## src/rtl/fpga_sram_pkg.sv

```systemverilog
// Shared types for the 32-bit byte-maskable FPGA SRAM and the blocks that talk to it.
package fpga_sram_pkg;

    localparam int SRAM_DATA_WIDTH   = 32;
    localparam int SRAM_WBMASK_WIDTH = 4;

    typedef logic [SRAM_DATA_WIDTH-1:0]   word_t;
    typedef logic [SRAM_WBMASK_WIDTH-1:0] wbmask_t;

endpackage

```

## src/rtl/fpga_sram_req_bridge_if.sv

```systemverilog
// Request/response handshake bundle between a requester and the SRAM request bridge.
// The master side issues requests and consumes responses; the slave side is the bridge.
interface fpga_sram_req_bridge_if
    import fpga_sram_pkg::*;
#(
    parameter int ADDR_WIDTH = 10
) ();

    logic                  req_valid;
    logic                  req_ready;
    logic                  req_we;
    logic [ADDR_WIDTH-1:0] req_addr;
    word_t                 req_wdata;
    wbmask_t               req_wbmask;

    logic                  rsp_valid;
    logic                  rsp_ready;
    word_t                 rsp_rdata;

    modport master (
        output req_valid, req_we, req_addr, req_wdata, req_wbmask, rsp_ready,
        input  req_ready, rsp_valid, rsp_rdata
    );

    modport slave (
        input  req_valid, req_we, req_addr, req_wdata, req_wbmask, rsp_ready,
        output req_ready, rsp_valid, rsp_rdata
    );

endinterface

```

## src/rtl/fpga_sram_rsp_fifo.sv

```systemverilog
// Small register-based response FIFO. Pointers carry one extra wrap bit so that full and
// empty can be told apart without a separate occupancy counter. Push and pop may coincide
// at any occupancy; a pop on empty and a push on full without a pop are ignored.
module fpga_sram_rsp_fifo
    import fpga_sram_pkg::*;
#(
    parameter int DEPTH = 4
) (
    input  logic  clk,
    input  logic  rst_n,
    input  logic  push,
    input  word_t data_in,
    input  logic  pop,
    output word_t data_out,
    output logic  empty,
    output logic  full
);

    localparam int PTR_W = $clog2(DEPTH);

    word_t            mem [DEPTH];
    logic [PTR_W:0]   wr_ptr;
    logic [PTR_W:0]   rd_ptr;
    logic             pop_ok;
    logic             push_ok;

    assign empty    = (wr_ptr == rd_ptr);
    assign full     = (wr_ptr[PTR_W] != rd_ptr[PTR_W]) &&
                      (wr_ptr[PTR_W-1:0] == rd_ptr[PTR_W-1:0]);
    assign data_out = mem[rd_ptr[PTR_W-1:0]];

    // A pop frees the head slot in the same edge, so a push into a full FIFO is fine then.
    assign pop_ok  = pop && !empty;
    assign push_ok = push && (!full || pop_ok);

    // Advance the read and write pointers; they wrap naturally through the extra MSB.
    always_ff @(posedge clk) begin
        if (!rst_n) begin
            wr_ptr <= '0;
            rd_ptr <= '0;
        end else begin
            if (push_ok) begin
                wr_ptr <= wr_ptr + 1'b1;
            end
            if (pop_ok) begin
                rd_ptr <= rd_ptr + 1'b1;
            end
        end
    end

    // Storage needs no reset: nothing is visible until the write pointer moves past it.
    always_ff @(posedge clk) begin
        if (push_ok) begin
            mem[wr_ptr[PTR_W-1:0]] <= data_in;
        end
    end

endmodule

```

## src/rtl/fpga_sram_req_bridge.sv

```systemverilog
// Turns a valid/ready request stream into strobes for one SRAM port and collects the read
// data, after the SRAM's fixed latency, into a response FIFO. A credit counter covering
// reads in flight plus buffered responses stops new requests before the FIFO could overflow,
// so the consumer may stall responses indefinitely without losing any.
module fpga_sram_req_bridge
    import fpga_sram_pkg::*;
#(
    parameter int  DEPTH           = 1024,
    parameter int  OUTPUT_REGISTER = 0,
    parameter int  RSP_DEPTH       = 4,
    localparam int ADDR_WIDTH      = $clog2(DEPTH)
) (
    input  logic                  clk,
    input  logic                  rst_n,
    fpga_sram_req_bridge_if.slave bus,
    output logic [ADDR_WIDTH-1:0] sram_addr,
    output logic                  sram_re,
    output logic                  sram_we,
    output word_t                 sram_wdata,
    output wbmask_t               sram_wbmask,
    input  word_t                 sram_rdata
);

    localparam int               LATENCY = 1 + OUTPUT_REGISTER;
    localparam int               CNT_W   = $clog2(RSP_DEPTH + 1);
    localparam logic [CNT_W-1:0] CNT_MAX = CNT_W'(RSP_DEPTH);

    logic               acc;
    logic               pop;
    logic               push;
    logic               fifo_empty;
    logic               fifo_full;
    word_t              fifo_head;
    logic [CNT_W-1:0]   cnt;
    logic [LATENCY-1:0] inflight;

    // Ready only looks at registered credit state, never at this cycle's pop or request type.
    assign bus.req_ready = rst_n && (cnt != CNT_MAX);
    assign acc           = bus.req_valid && bus.req_ready;

    assign sram_we     = acc && bus.req_we;
    assign sram_re     = acc && !bus.req_we;
    assign sram_addr   = bus.req_addr;
    assign sram_wdata  = bus.req_wdata;
    assign sram_wbmask = bus.req_wbmask;

    assign pop           = bus.rsp_valid && bus.rsp_ready;
    assign push          = inflight[LATENCY-1];
    assign bus.rsp_valid = !fifo_empty;
    assign bus.rsp_rdata = fifo_head;

    // Credits: one taken per accepted read, one returned per consumed response.
    always_ff @(posedge clk) begin
        if (!rst_n) begin
            cnt <= '0;
        end else if (sram_re && !pop) begin
            cnt <= cnt + 1'b1;
        end else if (!sram_re && pop) begin
            cnt <= cnt - 1'b1;
        end
    end

    // Delay line marking which edges carry valid read data out of the SRAM.
    always_ff @(posedge clk) begin
        if (!rst_n) begin
            inflight <= '0;
        end else begin
            inflight <= (inflight << 1) | LATENCY'(sram_re);
        end
    end

    fpga_sram_rsp_fifo #(
        .DEPTH (RSP_DEPTH)
    ) u_rsp_fifo (
        .clk      (clk),
        .rst_n    (rst_n),
        .push     (push),
        .data_in  (sram_rdata),
        .pop      (pop),
        .data_out (fifo_head),
        .empty    (fifo_empty),
        .full     (fifo_full)
    );

    // The credit scheme guarantees a push never meets a full FIFO without a matching pop.
    assert property (@(posedge clk) disable iff (!rst_n) !(push && fifo_full && !pop));

endmodule

```

## src/flat_wrapper.sv

```systemverilog
// flat-port wrapper written by rule: the top's interface ports become plain ports
module fpga_sram_req_bridge_flat import fpga_sram_pkg::*;
#(
    parameter int  DEPTH           = 1024,
    parameter int  OUTPUT_REGISTER = 0,
    parameter int  RSP_DEPTH       = 4,
    localparam int ADDR_WIDTH      = $clog2(DEPTH)
)
  (clk, rst_n, sram_addr, sram_re, sram_we, sram_wdata, sram_wbmask, sram_rdata, bus_req_valid, bus_req_we, bus_req_addr, bus_req_wdata, bus_req_wbmask, bus_rsp_ready, bus_req_ready, bus_rsp_valid, bus_rsp_rdata);
  fpga_sram_req_bridge_if #(.ADDR_WIDTH((10))) bus_i ();
  input  logic clk;
  input  logic rst_n;
  output logic [ADDR_WIDTH-1:0] sram_addr;
  output logic sram_re;
  output logic sram_we;
  output word_t sram_wdata;
  output wbmask_t sram_wbmask;
  input  word_t sram_rdata;
  input wire logic [$bits(bus_i.req_valid)-1:0] bus_req_valid;
  input wire logic [$bits(bus_i.req_we)-1:0] bus_req_we;
  input wire logic [$bits(bus_i.req_addr)-1:0] bus_req_addr;
  input wire logic [$bits(bus_i.req_wdata)-1:0] bus_req_wdata;
  input wire logic [$bits(bus_i.req_wbmask)-1:0] bus_req_wbmask;
  input wire logic [$bits(bus_i.rsp_ready)-1:0] bus_rsp_ready;
  output wire logic [$bits(bus_i.req_ready)-1:0] bus_req_ready;
  output wire logic [$bits(bus_i.rsp_valid)-1:0] bus_rsp_valid;
  output wire logic [$bits(bus_i.rsp_rdata)-1:0] bus_rsp_rdata;
  assign bus_i.req_valid = bus_req_valid;
  assign bus_i.req_we = bus_req_we;
  assign bus_i.req_addr = bus_req_addr;
  assign bus_i.req_wdata = bus_req_wdata;
  assign bus_i.req_wbmask = bus_req_wbmask;
  assign bus_i.rsp_ready = bus_rsp_ready;
  assign bus_req_ready = bus_i.req_ready;
  assign bus_rsp_valid = bus_i.rsp_valid;
  assign bus_rsp_rdata = bus_i.rsp_rdata;
  fpga_sram_req_bridge #(.DEPTH(DEPTH), .OUTPUT_REGISTER(OUTPUT_REGISTER), .RSP_DEPTH(RSP_DEPTH)) u_core (.clk(clk), .rst_n(rst_n), .bus(bus_i), .sram_addr(sram_addr), .sram_re(sram_re), .sram_we(sram_we), .sram_wdata(sram_wdata), .sram_wbmask(sram_wbmask), .sram_rdata(sram_rdata));
endmodule
```

## config.mk

```make
export PLATFORM = sky130hd
export DESIGN_NAME = fpga_sram_req_bridge_flat
export DESIGN_NICKNAME = d
export VERILOG_FILES = /design/src/rtl/fpga_sram_pkg.sv /design/src/rtl/fpga_sram_req_bridge_if.sv /design/src/rtl/fpga_sram_rsp_fifo.sv /design/src/rtl/fpga_sram_req_bridge.sv /design/src/flat_wrapper.sv
export SDC_FILE = /design/constraint.sdc
export NUM_CORES = 1
export LEC_CHECK = 0
export CAP_MARGIN = 20
export CORE_MARGIN = 4
export CORE_UTILIZATION = 43
export CTS_CLUSTER_DIAMETER = 60
export DETAILED_ROUTE_END_ITERATION = 8
export PLACE_DENSITY = 0.76
export SLEW_MARGIN = 20
export SYNTH_ARGS = -nofsm -noshare
export SYNTH_HDL_FRONTEND = slang
export SYNTH_SLANG_ARGS = --single-unit
```

## constraint.sdc

```tcl
create_clock -name clk -period 2.19 [get_ports clk]
set_input_delay 0.438 -clock clk [delete_from_list [all_inputs] [get_ports clk]]
set_output_delay 0.438 -clock clk [all_outputs]
set_load 0.02 [all_outputs]
```

# [Word-level counts from Yosys, hierarchy flattened]
# Memories as Yosys holds them, arrays and structs flattened. A register that Yosys moved wholly into a read port is not among the register bits.
# Cells that the tools add are included.
[op_classes] reduce_logical=17 addsub=4 n_mux=6 n_eq_ne=4
[ops] op="1-bit logical AND" n=10
[ops] op="3-bit by 1-bit adder with 3-bit output, second input constant" n=3
[ops] op="3-bit two-way mux" n=2
[ops] op="1-bit logical NOT" n=5
[ops] op="2-bit two-way mux" n=2
[ops] op="3-bit equality test" n=1
[ops] op="3-bit != test, second input constant" n=1
[ops] op="3-bit by 1-bit subtractor with 3-bit output, second input constant" n=1
[ops] op="2-bit equality test" n=1
[ops] op="1-bit two-way mux" n=2
[ops] op="2-bit nonzero test" n=1
[ops] op="1-bit logical OR" n=1
[ops] op="1-bit != test" n=1
[totals] elab_cells=36 ramBits=128 memories=1 out_inout_bits=82 ff_bits=10
[mem_list] name="u_core.u_rsp_fifo.mem" depth=4 width=32 rd=1 rd_clocked_by_memory_dff=1 wr=1 line="fpga_sram_rsp_fifo.sv:21" text="word_t mem [DEPTH];"

# [Depth between registers and ports, before layout]
# Gate-level depths: netlist of run 1.
[logic_depth] depth_word=8 depth_mapped=9 depth_no_buf=9

# [Hierarchy]
# Synthesis of run 1 repeated with hierarchy kept, for this count alone.
[unflattened] cells_unflattened=292 area_unflattened_um2=5704.2
[modules_own_cells] mod="fpga_sram_rsp_fifo" instances=1 cells_each=221 area_per_inst_um2=5137.4 seq_area_each_um2=4003.8
[modules_own_cells] mod="fpga_sram_req_bridge" instances=1 cells_each=71 area_per_inst_um2=566.8 seq_area_each_um2=80.1

# [Worst setup path before layout of run 1]
# OpenSTA, ideal clock, no wires.
[synth_path] path_type="input to register" start="input port rst_n" end="register u_core.cnt[2]" cell_stages=8 n_path_buf=0 path_slack_ns=-0.554 arrival_time_ns=2.669 cell_sequence="a21boi_0 and3b_1 ha_1 inv_1 fa_1 xor2_1 or3_1 a21boi_0"
[synth_via] elab_chain_cells=6
[synth_rtl] element="from (decl)" line="flat_wrapper.sv:12" text="input logic rst_n;"
[synth_rtl] element="1-bit logical AND *" line="fpga_sram_req_bridge.sv:38" text="assign bus.req_ready = rst_n && (cnt != CNT_MAX);"
[synth_rtl] element="1-bit logical AND *" line="fpga_sram_req_bridge.sv:39" text="assign acc = bus.req_valid && bus.req_ready;"
[synth_rtl] element="1-bit logical AND *" line="fpga_sram_req_bridge.sv:42" text="assign sram_re = acc && !bus.req_we;"
[synth_rtl] element="named net sram_re" line="flat_wrapper.sv:14" text="output logic sram_re;"
[synth_rtl] element="1-bit logical NOT" line="fpga_sram_req_bridge.sv:58" text="end else if (!sram_re && pop) begin"
[synth_rtl] element="1-bit logical AND" line="fpga_sram_req_bridge.sv:58"
[synth_rtl] element="2-bit nonzero test (no source line)"
[synth_rtl] element="to (signal assigned)" line="fpga_sram_req_bridge.sv:57" text="cnt <= cnt + 1'b1;"
[synth_rtl] element="to (signal assigned)" line="fpga_sram_req_bridge.sv:59" text="cnt <= cnt - 1'b1;"
[synth_rtl] element="to (decl)" line="fpga_sram_req_bridge.sv:34" text="logic [CNT_W-1:0] cnt;"
# Mark *: on every way through the listed nets, which the timed path passes. The rest lies on a longest branch.
# A chain may end at the register's enable or synchronous reset.

==> flow_summary.toml, run 1 <==
[timing]
slew_viol_final = 0
rsz0062_at_grt = "true"
timing.final.crit_share_pct = 101
hold_slack_ns = 0.531
max_slew_margin_pct = 71.2
final-setup-viol-count = 3
layout_setup_ws_ns = -0.0168
hold_violations = 0
fmax_ghz = 0.453
fin_skew_ns = 0.00486
period_needed_ns = 2.21
worst_slew_pin_slew_ns = 0.431

[synthesis]
synth_xor_xnor_area_share_pct = 1.18
synth-edff-count = 128
synth.avg_cell_area_sq_um = 19.9
async_reset_ff_share_pct = 0
ys_seq_elements = 140
synthTopCellsByArea = "edfxtp_1 (67%), mux4_2 (13%), buf_4 (6.3%)"
synth-main-ff-cell = "edfxtp_1"
yosysUniqueCellTypes = 33
syn_area_sq_um = 5710
synth.most_common_cell = "edfxtp_1"
netlist_instances = 287
yosys_warnings = 0
synth_mux_area_share_pct = 13.9
ys_seq_area_share_pct = 71.5
synthSimpleGateAreaFrac_pct = 2.56
synth_area_leader_cell = "edfxtp_1"
synth_top_family_by_area = "multiplexers"
synth_compound_area_share_pct = 1.69
yosys-top-cells-count = "edfxtp_1 (128), buf_4 (48), mux4_2 (32)"
syn_nets = 377
synth_adder_area_share_pct = 1.67
synthDominantCellAreaShare_pct = 67.3

[route]
vias_per_cell = 5.03
postRouteAntennaNets = 0
routed_wl_um = 11000
drt_iter0_markers = 151
drt_first_pass_iters = 4
drcViolationCount = 0
vias = 2723
wl_per_cell_um = 20.3

[layout]
drive_gt1_share_pct = 37.4
antennaDiodeCount = 0
fillers = 958
nets = 446
design_area_sq_um = 7140
final_cells = 541
synthToLayoutAreaGrowth_pct = 25.1

[floorplanning]
die_h_um = 123
core_sq_um = 12800
die-area_sq_um = 15200
io_pins = 165
rows = 41
start_util_pct = 44.5
die_width_um = 123

[grt]
use_met1_pct = 17.5
grt_remaining_overflow = 0
grt.met2_usage_pct = 25.0
grt_max_degree = 33
met3_usage_pct = 4.62
antenna_found_initial = 0
top_usage_layer = "met2"
grt.total_usage_pct = 15.3
grt_pass1_vias = 2957
grt_first_pass_wirelength_um = 16800

[setup_path]
cp-start-kind = "flip-flop"
reg2reg_depth = 9
max_stage_delay_ns = 0.53
path_max_fanout = 10
worstPathRequired_ns = 1.75
crit_chain = "buf_4 > buf_12 > mux4_2 > buf_2"
r2r_start = "u_core.cnt[0]"
crit_slowest_cell = "mux4_2"
cp.arrival_ns = 1.77
worstSetupPathType = "reg -> out"
crit_path_end_kind = "output pin"

[cts]
numCtsBuffers = 17
clockBufferDepth = 2
ctsHtreeMaxLevel = 4
clk_latency_ns = 0.40
clk_pin_slew_ns = 0.06
numClockSinks = 140
cts_tree = "yes"
clock-root-buffer = "clkbuf_16"

[pwr]
p_leak_nw = 2.40
p_switching_w = 0.00142
vdd_drop_max_mv = 0.603
internal_power_w = 0.00515
seqPwrFrac_pct = 45.8
p_clk_share_pct = 42.6
netSwitchingFraction_pct = 21.6
pwr-share-comb_pct = 11.6
p_total_w = 0.00657
power.density_nw_per_um2 = 920

[hold_path]
hold_start = "u_core.cnt[2]"
hp-class = "reg -> reg"
worst_hold_path.num_cells = 2

[place]
placed_area_sq_um = 6550
port_buffers = 72
dp_slack_ns = -0.364
gp_congestion = 0.677
place_hpwl_um = 7100
dpl.cell_count = 501

[run_status]
violations = "negative setup slack"
status = "finished, violations left"

[flow_run]
drv_cap = 0
## registers in the layout (all words and copies together), names as in the netlist, named ones only
| signal | flops |
|---|---|
| u_core.cnt | 3 |
| u_core.inflight | 1 |
| u_core.u_rsp_fifo.mem | 128 |
| u_core.u_rsp_fifo.rd_ptr | 3 |
| u_core.u_rsp_fifo.wr_ptr | 3 |
## routing by layer
layer,vias up,wire (um)
met4,0,503
met2,98,5510
met3,61,830
li1,1216,-
met1,1348,4140
met5,-,0
## worst max-delay path, delay by kind of cell, from the launching register on
family                 cells  cell delay (ns)
buffers and inverters      3             0.45
DFF                        1             0.38
muxes                      1             0.53
## per-stage QoR
step                      util, %  TNS [ns]
final                        55.7   -0.0296
after detailed placement     51.1    -0.904
after global placement       51.1    -0.671
after global routing         55.7    -0.786
after floorplan                 -         0
after CTS                    55.2    -0.489
## power by group through the flow
| stage | clock [W] | combinational, W | sequential (W) |
|---|---|---|---|
| 2_1_floorplan | 0 | 0.000542 | 0.00305 |
| 3_3_place_gp | 0 | 0.000744 | 0.00306 |
| 3_5_place_dp | 0 | 0.000761 | 0.00306 |
| 4_1_cts | 0.00284 | 0.000749 | 0.00301 |
| 5_1_grt | 0.00297 | 0.000817 | 0.00301 |
| 6_report | 0.00280 | 0.000759 | 0.00301 |
## cells by family (layout without fill, tap and decap cells)
kind of cell,count (synthesis),count (layout)
compound gates,8,8
xor+xnor,6,6
fa+ha+maj,7,7
buf+inv,61,143
flops,140,140
mux,39,39
simple gates,26,26
## path summary, 6_finish.rpt
kind | end | slack (ns)
setup / recovery | bus_rsp_rdata[16] | -0.02
setup reg to reg | u_core.cnt[2] | 0.13
hold / removal | u_core.cnt[2] | 0.53
hold reg to reg | u_core.cnt[2] | 0.53
## layout by cell type, fill, tap and decap left out, drive strengths merged
master         instances
nor2                   1
mux2i                  7
mux4                  32
nand3                  1
a31oi                  2
inv                    7
dlygate4sd2            3
clkdlybuf4s15          2
fa                     1
nand3b                 1
nand2                  9
nand4                  1
ha                     6
or2b                   1
o21ai                  2
and2                   5
dfxtp                 12
buf                   63
xnor2                  4
clkdlybuf4s50         36
nand4b                 1
nand2b                 1
a21boi                 2
xor2                   2
or3                    1
edfxtp               128
clkinv                 6
nor2b                  1
and3                   1
clkbuf                19
and3b                  2
clkinvlp               4
a41oi                  2
bufinv                 3
## layout make-up
cell class | instances | area, sq um | share of cell area (%)
Multi-Input combinational cell | 86 | 1260 | 17.6
Timing Repair Buffer | 104 | 967 | 13.5
Inverter | 7 | 26.3 | 0.368
Tap cell | 172 | 215 | 3.01
Clock buffer | 19 | 433 | 6.06
Sequential cell | 140 | 4090 | 57.3
Clock inverter | 13 | 150 | 2.10
## repair_timing
| action | in CTS | in global routing |
|---|---|---|
| hold buffers | 0 | 0 |
| setup endpoints to repair | 36 | 15 |
| buffers inserted | 4 | 4 |
| pin swaps | 0 | 1 |
| resized for setup | 131 | 15 |
| gates cloned | 1 | 0 |
Note: power is estimated with default switching activity, not from simulation.
==> run 2: changes to the inputs <==
Settings changed: MAX_ROUTING_LAYER set to met4, SETUP_SLACK_MARGIN set to 0.05.
==> run 2 against run 1 <==
The flow still finishes with violations (negative setup slack). Clock skew grew 0.0067 ns. Hold slack gained 0.019 ns. Sequential share of layout area shrank 0.96 points. Global-route usage grew 0.36 points. Maximum frequency is essentially flat. First-iteration DRC count grew 51%. Register-to-register slack gained 0.02 ns. Clock-buffer cell count grew 1. Non-clock buffer count is the same. Combinational power grew 7.5%. Core utilization grew 0.95 points. Total power grew 0.84%. Critical path type unchanged. Largest power group unchanged.
==> flow_summary.toml, run 2 (synthesis gave the netlist of run 1 again) <==
[run_status]
status = "finished, violations left"
violations = "negative setup slack"

[timing]
slew_viol_final = 0
fin_skew_ns = 0.0115
fmax_ghz = 0.453
final-setup-viol-count = 1
worst_slew_pin_slew_ns = 0.396
hold_violations = 0
rsz0062_at_grt = "true"
max_slew_margin_pct = 73.5
timing.final.crit_share_pct = 101
layout_setup_ws_ns = -0.0164
tns_ns = -0.0164
period_needed_ns = 2.21

[place]
gp_congestion = 0.713
place_hpwl_um = 6980
port_buffers = 72
dp_slack_ns = -0.299

[cts]
cts_tree = "yes"
clk_latency_ns = 0.41
clk_pin_slew_ns = 0.06
numCtsBuffers = 17
numClockSinks = 140
ctsHtreeMaxLevel = 4
clockBufferDepth = 2
hold_buffers = 0
clock-root-buffer = "clkbuf_16"

[setup_path]
critical_path.top_delay_family = "buffers and inverters"
worstPathRequired_ns = 1.75
crit_slowest_cell = "mux4_2"
crit_chain = "buf_6 > buf_16 > buf_6 > mux4_2 > buf_6"
max_stage_delay_ns = 0.49
r2r_slack_ns = 0.15
cp-start-kind = "flip-flop"
crit_path_end_kind = "output pin"
path_max_fanout = 8
worstSetupPathType = "reg -> out"
crit_buf_inv = 4
cp.arrival_ns = 1.77
cpMostUsedCell = "buf_6"

[grt]
grt_max_degree = 24
grt_remaining_overflow = 0
grt_first_pass_wirelength_um = 16600
antenna_found_initial = 0
grt.total_usage_pct = 15.7
grt_pass1_vias = 2970

[hold_path]
hp-class = "reg -> reg"

[route]
postRouteAntennaNets = 0
drcViolationCount = 0
vias = 2802
vias_per_cell = 5.18
drt_iter0_markers = 228
routed_wl_um = 10900
drt_first_pass_iters = 4
wl_per_cell_um = 20.2

[floorplanning]
start_util_pct = 44.5
die_h_um = 123
io_pins = 165
core_sq_um = 12800
die-area_sq_um = 15200
rows = 41
die_width_um = 123

[layout]
nets = 446
most-common-layout-cells = "edfxtp_1 (128), clkdlybuf4s50_1 (36), mux4_2 (32)"
drive_gt1_share_pct = 37.7
final_common_cell = "edfxtp_1"
antennaDiodeCount = 0
synthToLayoutAreaGrowth_pct = 27.2
largest_reg_flops = 128

[pwr]
seqPwrFrac_pct = 45.4
p_leak_nw = 2.45
pwr-share-comb_pct = 12.3
p_switching_w = 0.00142
p_total_w = 0.00662
p_clk_share_pct = 42.2
vdd_drop_max_mv = 0.573
power.density_nw_per_um2 = 912
internal_power_w = 0.00520
netSwitchingFraction_pct = 21.4

[flow_run]
drv_cap = 0
[run 2: changes by cell type in the layout (fill, tap and decap cells not counted), sizes merged]
cell	delta
bufbuf	+1
dlygate4sd2	-1
inv	+1
clkbuf	+2
clkinvlp	-1
clkdlybuf4s15	-1
clkinv	-1
[run 2: through the flow]
stage               hold slack, ns  instances  utilization, %  cell area (sq um)
finish                       0.550        541            56.6               7260
global route                 0.596        541            56.6               7260
CTS                          0.565        541            56.4               7230
global placement             0.516        502            51.3               6570
detailed placement           0.554        502            51.3               6570
floorplan                    0.481        287               -               5750
[run 2: repair_timing]
item | CTS | global route
hold endpoints to repair | 0 | 0
pin swaps | 1 | 1
setup buffers | 5 | 0
endpoints found under the setup margin | 37 | 36
gates resized for setup | 176 | 16
gates cloned | 2 | 0
[run 2: final timing paths]
path,start,end,cells past startpoint
worst max-delay path,flip-flop,bus_rsp_rdata[5],5
worst min-delay path,u_core.cnt[2],u_core.cnt[2],2
worst max register to register,u_core.u_rsp_fifo.rd_ptr[1],u_core.cnt[2],9
worst min register to register,u_core.cnt[2],u_core.cnt[2],2
[run 2: worst reg2reg max path, delay by kind of cell (launching register included)]
family / cells / cell delay (ns)
adder cells (fa/ha/maj): 2 / 0.47
flip-flops: 1 / 0.46
XOR/XNOR: 2 / 0.33
AND/OR/NAND/NOR: 1 / 0.30
AO/OA/AOI/OAI: 2 / 0.25
buffers and inverters: 2 / 0.15
[run 2: final cells by class]
cell class,count,area [sq um]
tap,172,215
clock buffer,20,437
inverter,7,26.3
sequential,140,4090
fill,931,5570
timing repair buffer,104,1090
clock inverter,12,146
multi-input combinational,86,1260
[run 2: power groups by stage]
stage	clock network [W]	registers (W)	logic [W]
global route	0.00297	0.00301	0.000873
detailed placement	0	0.00306	0.000767
finish	0.00280	0.00301	0.000816
floorplan	0	0.00305	0.000543
CTS	0.00284	0.00301	0.000819
global placement	0	0.00306	0.000748
[run 2: layer usage]
metal | track usage [%] | vias up | share of wire [%]
met5 | - | - | 0
met4 | 8.65 | 0 | 4.2
met3 | 5.58 | 61 | 7.7
met2 | 25.0 | 104 | 51
met1 | 17.1 | 1414 | 37
li1 | - | 1223 | -
==> run 3: changes to the inputs <==
Clock period 2.19 ns to 1.8 ns, I/O delays scaled along.
==> run 3 against run 2 <==
The flow still finishes with violations (negative setup slack). Wire length rose by 3.3%. Clock-buffer cell count shrank 1. Sequential share of layout area fell by 0.62 points. Critical path type unchanged. Highest routed layer unchanged.
==> flow_summary.toml, run 3 (synthesis gave the netlist of run 1 again) <==
[floorplanning]
die_width_um = 123
io_pins = 165
start_util_pct = 44.5
rows = 41
die-area_sq_um = 15200
die_h_um = 123
core_sq_um = 12800

[timing]
hold_violations = 0
worst_slew_pin_slew_ns = 0.206
slew_viol_final = 0
rsz0062_at_grt = "true"
hold_slack_ns = 0.540
timing.final.crit_share_pct = 116
fmax_ghz = 0.478
final-setup-viol-count = 33
tns_ns = -7.65
fin_skew_ns = 0.00604
layout_setup_ws_ns = -0.293
max_slew_margin_pct = 86.1
period_needed_ns = 2.09

[place]
gp_congestion = 0.777
placed_area_sq_um = 6690
port_buffers = 72
dpl.cell_count = 514
place_hpwl_um = 7460

[setup_path]
rr_endpoint = "u_core.cnt[2]"
worstPathRequired_ns = 1.44
r2r_start = "u_core.cnt[0]"
cp-start-kind = "flip-flop"
crit_buf_inv = 3
path_max_fanout = 5
reg2reg_depth = 9
r2r_slack_ns = -0.09
crit_slowest_cell = "mux4_2"
worstSetupPathType = "reg -> out"
critical_path.top_delay_family = "multiplexers"
crit_path_end_kind = "output pin"
crit_chain = "buf_12 > buf_16 > mux4_2 > buf_6"
cp.arrival_ns = 1.73
max_stage_delay_ns = 0.51

[cts]
clk_pin_slew_ns = 0.05
numClockSinks = 140
clk_latency_ns = 0.41
hold_buffers = 0
clockBufferDepth = 2
ctsHtreeMaxLevel = 4
clock-root-buffer = "clkbuf_16"
cts_tree = "yes"
numCtsBuffers = 17

[grt]
antenna_found_initial = 0
grt_remaining_overflow = 0
grt.total_usage_pct = 16.1
grt_pass1_vias = 3020
grt_max_degree = 26
grt_first_pass_wirelength_um = 16800

[route]
postRouteAntennaNets = 0
vias = 2819
wl_per_cell_um = 20.6
drt_iter0_markers = 122
drcViolationCount = 0
routed_wl_um = 11300
drt_first_pass_iters = 4
vias_per_cell = 5.13

[layout]
nets = 455
most-common-layout-cells = "edfxtp_1 (128), clkdlybuf4s50_1 (35), mux4_2 (32)"
final_common_cell = "edfxtp_1"
synthToLayoutAreaGrowth_pct = 29.0
design_area_sq_um = 7360
drive_gt1_share_pct = 43.5
final_cells = 549
largest_reg_flops = 128
antennaDiodeCount = 0

[pwr]
p_leak_nw = 2.51
vdd_drop_max_mv = 0.763
p_total_w = 0.00820
power.density_nw_per_um2 = 1110

[hold_path]
min_to = "u_core.cnt[0]"
hold_start = "rst_n"
hp-class = "in -> reg"
worst_hold_path.num_cells = 3

[flow_run]
drv_cap = 0

[run_status]
status = "finished, violations left"
violations = "negative setup slack"
## run 3: changes by cell type in the layout (fill, tap and decap cells not counted), sizes merged
cell / change
clkbuf: -2
bufbuf: -1
dlygate4sd2: -1
inv: +1
clkinvlp: -2
buf: +13
clkdlybuf4s50: -1
bufinv: +1
## run 3: routing by layer
metal,track usage (%),part of all wire [%]
met3,4.57,7.3
met2,26.7,52
met5,-,0
met1,17.2,36
met4,9.76,4.6
## run 3: worst max-delay path by stage
stage                       start           endpoint  slack, ns  depth (start not counted)
global placement            rst_n      u_core.cnt[2]      -0.53                          9
finish                  flip-flop  bus_rsp_rdata[30]      -0.29                          4
global route            flip-flop  bus_rsp_rdata[16]      -0.34                          4
CTS                     flip-flop  bus_rsp_rdata[30]      -0.31                          4
detailed placement          rst_n      u_core.cnt[2]      -0.60                          9
floorplan           u_core.cnt[0]      u_core.cnt[2]      -0.25                          9
## run 3: repair_timing
item                                    CTS  global route
cloned                                    2             0
endpoints found under the setup margin   37           132
gates resized for setup                 181            13
pin swaps                                 1             6
buffers inserted                          2             1
## run 3: through the flow
step | util [%] | worst slack, ns
floorplan | - | -0.245
global placement | 52.1 | -0.533
detailed placement | 52.1 | -0.599
CTS | 57.0 | -0.311
global route | 57.4 | -0.338
finish | 57.4 | -0.293
## run 3: area by class of cell
class / instances / area [sq um]
Tap cell: 172 / 215
Clock inverter: 12 / 170
Inverter: 7 / 26.3
Sequential cell: 140 / 4100
Fill cell: 961 / 5460
Timing Repair Buffer: 113 / 1100
Clock buffer: 19 / 433
Multi-Input combinational cell: 86 / 1310
## run 3: power by group
group          internal (W)  total [W]  switching (W)
registers           0.00362    0.00367      0.0000425
logic              0.000549    0.00101       0.000458
clock network       0.00230    0.00353        0.00122
## run 3: worst reg2reg max path: stages (launching register included)
cell and delay [ns]:
dfxtp_4 0.35, nor2_4 0.04, a21boi_4 0.13, and3b_2 0.23, ha_4 0.14, inv_2 0.03
fa_2 0.32, xor2_1 0.15, or3_1 0.32, a21boi_2 0.11
